`config.mk`:
```
export PLATFORM = sky130hd
export DESIGN_NAME = edge_trigger_holdoff_mc
export DESIGN_NICKNAME = d
export VERILOG_FILES = /design/src/rtl/edge_trigger_holdoff_mc.sv
export SDC_FILE = /design/constraint.sdc
export NUM_CORES = 1
export LEC_CHECK = 0
export ABC_AREA = 1
export CAP_MARGIN = 20
export CORE_ASPECT_RATIO = 0.6
export CORE_MARGIN = 2
export CORE_UTILIZATION = 42
export CTS_CLUSTER_DIAMETER = 100
export DETAILED_ROUTE_END_ITERATION = 7
export PLACE_DENSITY = 0.56
export RECOVER_POWER = 50
export SLEW_MARGIN = 20
export SYNTH_ARGS = -nofsm -noshare
export SYNTH_HDL_FRONTEND = slang
export SYNTH_SLANG_ARGS = --single-unit
export TNS_END_PERCENT = 1
```
`constraint.sdc`:
```
create_clock -name clk_i -period 5.85 [get_ports clk_i]
set_clock_uncertainty 0.1 [all_clocks]
set_input_delay 0.8775 -clock clk_i [delete_from_list [all_inputs] [get_ports clk_i]]
set_output_delay 0.8775 -clock clk_i [all_outputs]
set_load 0.03 [all_outputs]
```
`src/rtl/edge_trigger_holdoff_mc.sv`:
```
// rtl/edge_trigger_holdoff_mc.sv - multi-channel qualified edge trigger with retrigger holdoff
//
// Purpose: per channel, emit a one-cycle pulse once an edge of the selected
// polarity has held its new level for qual_i cycles, then ignore the input for
// hold_i+1 cycles.
// Optional feature macro: EDGE_CNT_EN (per-channel 32-bit saturating event counters).
//
// Ports:
//   clk_i    system clock
//   rstn_i   synchronous active-low reset
//   din_i    [CH] raw inputs, already in clk_i domain
//   en_i     [CH] per-channel enable
//   mode_i   [2]  00 rising, 01 falling, 10 both, 11 off
//   qual_i   [QW] qualification length (0 behaves as 1)
//   hold_i   [HW] holdoff length, sampled on entry to holdoff
//   pulse_o  [CH] one-cycle trigger pulse
//   busy_o   [CH] channel qualifying or holding off
//   clr_i         clear event counters          (EDGE_CNT_EN only)
//   cnt_o    [CH*32] event counters, ch k at [32k +: 32] (EDGE_CNT_EN only)
module edge_trigger_holdoff_mc #(
  parameter int CH = 4,
  parameter int QW = 8,
  parameter int HW = 16
) (
  input  logic              clk_i,
  input  logic              rstn_i,
  input  logic [CH-1:0]     din_i,
  input  logic [CH-1:0]     en_i,
  input  logic [1:0]        mode_i,
  input  logic [QW-1:0]     qual_i,
  input  logic [HW-1:0]     hold_i,
  output logic [CH-1:0]     pulse_o,
  output logic [CH-1:0]     busy_o
`ifdef EDGE_CNT_EN
  ,
  input  logic              clr_i,
  output logic [CH*32-1:0]  cnt_o
`endif
);

  typedef enum logic [1:0] {
    S_IDLE = 2'd0,
    S_QUAL = 2'd1,
    S_HOLD = 2'd2
  } state_t;

  state_t          st_q   [CH];
  logic [QW-1:0]   qcnt_q [CH];
  logic [HW-1:0]   hcnt_q [CH];
  logic [CH-1:0]   d_q;
  logic [CH-1:0]   lvl_q;

  logic [QW-1:0]   qe;
  logic [CH-1:0]   diff;
  logic [CH-1:0]   pol;
  logic [CH-1:0]   fire;
  logic [CH-1:0]   active;

  // fire marks the edge on which a channel commits to a pulse; it feeds both
  // the pulse register and the optional counters so they stay in lockstep.
  always_comb begin
    logic [QW:0] qinc;
    qinc   = '0;
    qe     = (qual_i == '0) ? QW'(1) : qual_i;
    diff   = '0;
    pol    = '0;
    fire   = '0;
    active = '0;
    for (int k = 0; k < CH; k++) begin
      diff[k]   = d_q[k] ^ lvl_q[k];
      active[k] = en_i[k] && (mode_i != 2'b11);
      case (mode_i)
        2'b00:   pol[k] = d_q[k] & ~lvl_q[k];
        2'b01:   pol[k] = ~d_q[k] & lvl_q[k];
        2'b10:   pol[k] = diff[k];
        default: pol[k] = 1'b0;
      endcase
      qinc = {1'b0, qcnt_q[k]} + (QW+1)'(1);
      // qual_i is read live: lowering it below the running count fires at once.
      fire[k] = active[k] && diff[k] &&
                (((st_q[k] == S_IDLE) && pol[k] && (qe == QW'(1))) ||
                 ((st_q[k] == S_QUAL) && (qinc >= {1'b0, qe})));
    end
  end

  always_ff @(posedge clk_i) begin
    if (!rstn_i) begin
      d_q     <= '0;
      lvl_q   <= '0;
      pulse_o <= '0;
      busy_o  <= '0;
      for (int k = 0; k < CH; k++) begin
        st_q[k]   <= S_IDLE;
        qcnt_q[k] <= '0;
        hcnt_q[k] <= '0;
      end
    end else begin
      d_q     <= din_i;
      pulse_o <= fire;
      for (int k = 0; k < CH; k++) begin
        if (!active[k]) begin
          // Track the input while disabled so re-enable never sees a stale edge.
          st_q[k]   <= S_IDLE;
          busy_o[k] <= 1'b0;
          lvl_q[k]  <= d_q[k];
        end else begin
          case (st_q[k])
            S_IDLE: begin
              if (diff[k]) begin
                if (fire[k]) begin
                  lvl_q[k]  <= d_q[k];
                  hcnt_q[k] <= hold_i;
                  st_q[k]   <= S_HOLD;
                  busy_o[k] <= 1'b1;
                end else if (pol[k]) begin
                  qcnt_q[k] <= QW'(1);
                  st_q[k]   <= S_QUAL;
                  busy_o[k] <= 1'b1;
                end else begin
                  lvl_q[k] <= d_q[k];
                end
              end
            end
            S_QUAL: begin
              if (!diff[k]) begin
                // Input fell back before qualifying: a glitch, level unchanged.
                st_q[k]   <= S_IDLE;
                busy_o[k] <= 1'b0;
              end else if (fire[k]) begin
                lvl_q[k]  <= d_q[k];
                hcnt_q[k] <= hold_i;
                st_q[k]   <= S_HOLD;
                busy_o[k] <= 1'b1;
              end else begin
                qcnt_q[k] <= qcnt_q[k] + QW'(1);
              end
            end
            S_HOLD: begin
              lvl_q[k] <= d_q[k];
              if (hcnt_q[k] == '0) begin
                st_q[k]   <= S_IDLE;
                busy_o[k] <= 1'b0;
              end else begin
                hcnt_q[k] <= hcnt_q[k] - HW'(1);
              end
            end
            default: begin
              st_q[k]   <= S_IDLE;
              busy_o[k] <= 1'b0;
            end
          endcase
        end
      end
    end
  end

`ifdef EDGE_CNT_EN
  logic [31:0] cnt_q [CH];

  always_ff @(posedge clk_i) begin
    if (!rstn_i) begin
      for (int k = 0; k < CH; k++) cnt_q[k] <= '0;
    end else begin
      for (int k = 0; k < CH; k++) begin
        if (clr_i)
          cnt_q[k] <= fire[k] ? 32'd1 : 32'd0;
        else if (fire[k] && (cnt_q[k] != 32'hFFFF_FFFF))
          cnt_q[k] <= cnt_q[k] + 32'd1;
      end
    end
  end

  for (genvar g = 0; g < CH; g++) begin : g_cnt
    assign cnt_o[32*g +: 32] = cnt_q[g];
  end
`endif

endmodule
```
==> metrics.md <==
| Metric | Value |
|---|---|
| Worst vdd ir | `0.223 mV` |
| CP arrival | `4.45 ns` |
| Reg2reg path depth | `19` |
| Cell types occupying the most area after synthesis | `edfxtp_1 (35%), ha_1 (9.6%), nand2_1 (8.6%)` |
| CP Launch Type | `primary input` |
| Initial Util | `0.426` |
| Setup TNS | `0 ns` |
| CP dominant cell by count | `nand2_1` |
| Largest net degree at the start of global routing | `29` |
| Post-DR vias/cell | `5.11` |
| Core region area | `20900 µm²` |
| First-pass GRT wire length | `36200 µm` |
| Die ar. | `22400 µm²` |
| Clk sinks | `120` |
| Power per standard cell area | `237 nW/µm²` |
| Overall Power | `2390 µW` |
| Hold EP | `lvl_q[1]` |
| Post-Synthesis Cell Area | `8900 µm²` |
| Critical path cell sequence | `dlygate4sd3_1 -> inv_1 -> nand4_1 -> nor4_4 -> or2_2 -> ha_1 -> nand4_1 -> nor2_1 -> nand2_1 -> nand3_1 -> nand2_1 -> nand2_1 -> nand2_1 -> nor2_1 -> nand3_1 -> o21ai_0` |
| Synth Area per Inst | `7.88 µm²` |
| Peak Freq | `234 MHz` |
| Routability cong. | `0.878` |
| Hold slack | `0.382 ns` |
| Wire per inst | `15.4 µm` |
| CP max FO | `17` |
| Worst reg2reg endpoint | `hcnt_q[3][0]` |
| Reg2reg start | `qcnt_q[3][0]` |
| Routed Antenna Nets | `0` |
| Maximum Capacitance Violations | `0` |
| Die Y-Extent | `117 µm` |
| Mux share of post-synthesis cell area | `0` |
| Worst hold start | `lvl_q[1]` |
| Synth unique cells | `52` |
| RSZ-0062 raised after global routing | `false` |
| Post-Synth Simple-Gate Area | `0.303` |
| CTS buffer count | `17` |
| CTS tree | `done` |
| H-tree levels | `4` |
| Root Driver | `clkbuf_16` |
| Worst slack, placed | `1.38 ns` |
| CP max stage delay | `0.90 ns` |
| Max Slew Vio Count | `0` |
| Syn nets | `1234` |
| Outcome | `finished, final reports clean` |
| CTS Hold Bufs | `0` |
| Rel. slew slack | `0.0380` |
| Post-route minimum period | `4.28 ns` |
| Dominant synthesized flop cell | `edfxtp_1` |
| CTS max path bufs | `2` |
| Worst hold stages | `2` |
| Rows | `41` |
| Fin nets | `1282` |
| #FFs+latches synth | `120` |
| Pre-Repair DR Iteration Count | `5` |
| Endpoint class of the critical path | `register` |
| Final Core Density | `0.482` |
| Kind of critical path | `primary input to register` |
| Most common library cell in the layout ignoring fill and taps | `nand2_1` |
| N_diodes | `0` |
| Layout cells sized above 1 | `0.0730` |
| Hold Path Class | `register to register` |
| Final Hold Vio Count | `0` |
| # Post-CTS Setup Buffers | `0` |
| GRT Util Overall | `0.210` |
| Yosys top cell by area | `edfxtp_1` |
| Syn. warnings | `0` |
| Compound-Gate Fraction of Synth Area | `0.0919` |
| Most frequent cells in the layout | `nand2_1 (211), nor2_1 (156), inv_1 (146)` |
| Post-Synth XOR/XNOR Area | `0.0413` |
| CP max stage cell | `nor2_1` |
| Buffers & Inverters on Critical Path | `2` |
| WP data required | `6.01 ns` |
| Final WL | `22600 µm` |
| Die X | `192 µm` |
| Final setup margin | `1.57 ns` |
| Port Buffer Count | `43` |
| Lkg Pwr | `0.00436 µW` |
| Cells after Synth | `1130` |
| Asr flop ratio synth | `0` |
| Post-DP HPWL | `17300 µm` |
| Initial drt markers | `575` |
| Synth top area share | `0.351` |
| Vias in the first global route | `6681` |
| IO Pins | `44` |
| Main combinational cell family by area after synthesis | `simple AND/OR/NAND/NOR gates` |
| Top delay family on crit path | `simple AND/OR/NAND/NOR gates` |
| Cts repair resizes | `0` |
| Final setup violating endpoints | `0` |
| Period utilisation layout | `0.732` |
| Post-Synth Adder-Cell Area | `0.0956` |
| Vias | `7515` |
| DRC violations left | `0` |
| Clk_lat worst skew | `0.42 ns` |
| Reg2reg setup slack | `1.97 ns` |
| Initial antenna violation count | `0` |
| Slew at the pin closest to its max-slew limit | `1.44 ns` |
| Synth-to-Final Area Change | `13.1%` |
| Post-synth EDFFs | `104` |
| Clk slew on worst S/H paths | `0.06 ns` |
| Grt ovf | `0` |
| Register area share after synthesis | `0.387` |
[report_power, final]
| part | internal (µW) | leakage, µW | switching [µW] |
|---|---|---|---|
| Sequential | 974 | 0.00121 | 35.2 |
| Combinational | 120 | 0.00287 | 214 |
| Clock | 646 | 0.000274 | 398 |
[worst max path at each step]
stage / from / to / depth (start not counted)
after floorplan: qual_i[6] / hcnt_q[3][0] / 15
after global placement: qual_i[5] / hcnt_q[2][7] / 14
after detailed placement: qual_i[5] / hcnt_q[2][12] / 14
after CTS: qual_i[5] / hcnt_q[2][13] / 14
after global routing: qual_i[5] / hcnt_q[0][4] / 16
final: qual_i[5] / hcnt_q[0][1] / 16
[metrics by stage]
step           instances  instance area, µm²
6_report            1470               10100
5_1_grt             1470               10100
4_1_cts             1470               10200
3_5_place_dp        1438                9600
3_3_place_gp        1438                9600
2_1_floorplan       1130                8900
[worst register-to-register path: cells and delay by family (launching register included)]
family / cells / cell delay, ns
AND/OR/NAND/NOR: 14 / 1.83
XOR/XNOR: 1 / 0.21
buffers and inverters: 2 / 0.40
adder cells (fa/ha/maj): 2 / 0.55
flip-flops: 1 / 0.48
[flip-flops by register name (all words and copies together) (netlist names)]
register	count
busy_o	4
d_q	4
st_q	8
pulse_o	4
lvl_q	4
hcnt_q	64
qcnt_q	32
[per-layer routing]
| layer | vias up | global-route usage | part of all wire | wire length, µm |
|---|---|---|---|---|
| met3 | 19 | 0.0370 | 0.046 | 1050 |
| met1 | 3436 | 0.348 | 0.57 | 13000 |
| met5 | - | 0 | 0 | 0 |
| met4 | 0 | 0.0415 | 0.0064 | 144 |
| met2 | 177 | 0.276 | 0.37 | 8430 |
| li1 | 3883 | - | - | - |
[cells by family after synthesis]
| logic type | after synthesis |
|---|---|
| xor+xnor | 42 |
| compound gates | 150 |
| simple gates | 568 |
| fa+ha+maj | 68 |
| flops | 120 |
| buf+inv | 182 |
[layout make-up]
cell class	instances	area [µm²]
Fill cell	2072	10800
Multi-Input combinational cell	828	4630
Sequential cell	120	3440
Inverter	166	623
Clock buffer	20	457
Timing Repair Buffer	45	442
Tap cell	279	349
Clock inverter	12	126
[cells in the mapped netlist, drive strengths merged, types with 8 or more instances]
master	count
nand3	95
nand4	26
o21ai	86
or2	8
nand2	215
nor4	10
dfxtp	16
a21oi	42
buf	14
xnor2	15
edfxtp	104
nor3	37
ha	68
inv	164
xor2	27
nor2	169
Power figures use the tool's default switching activity.
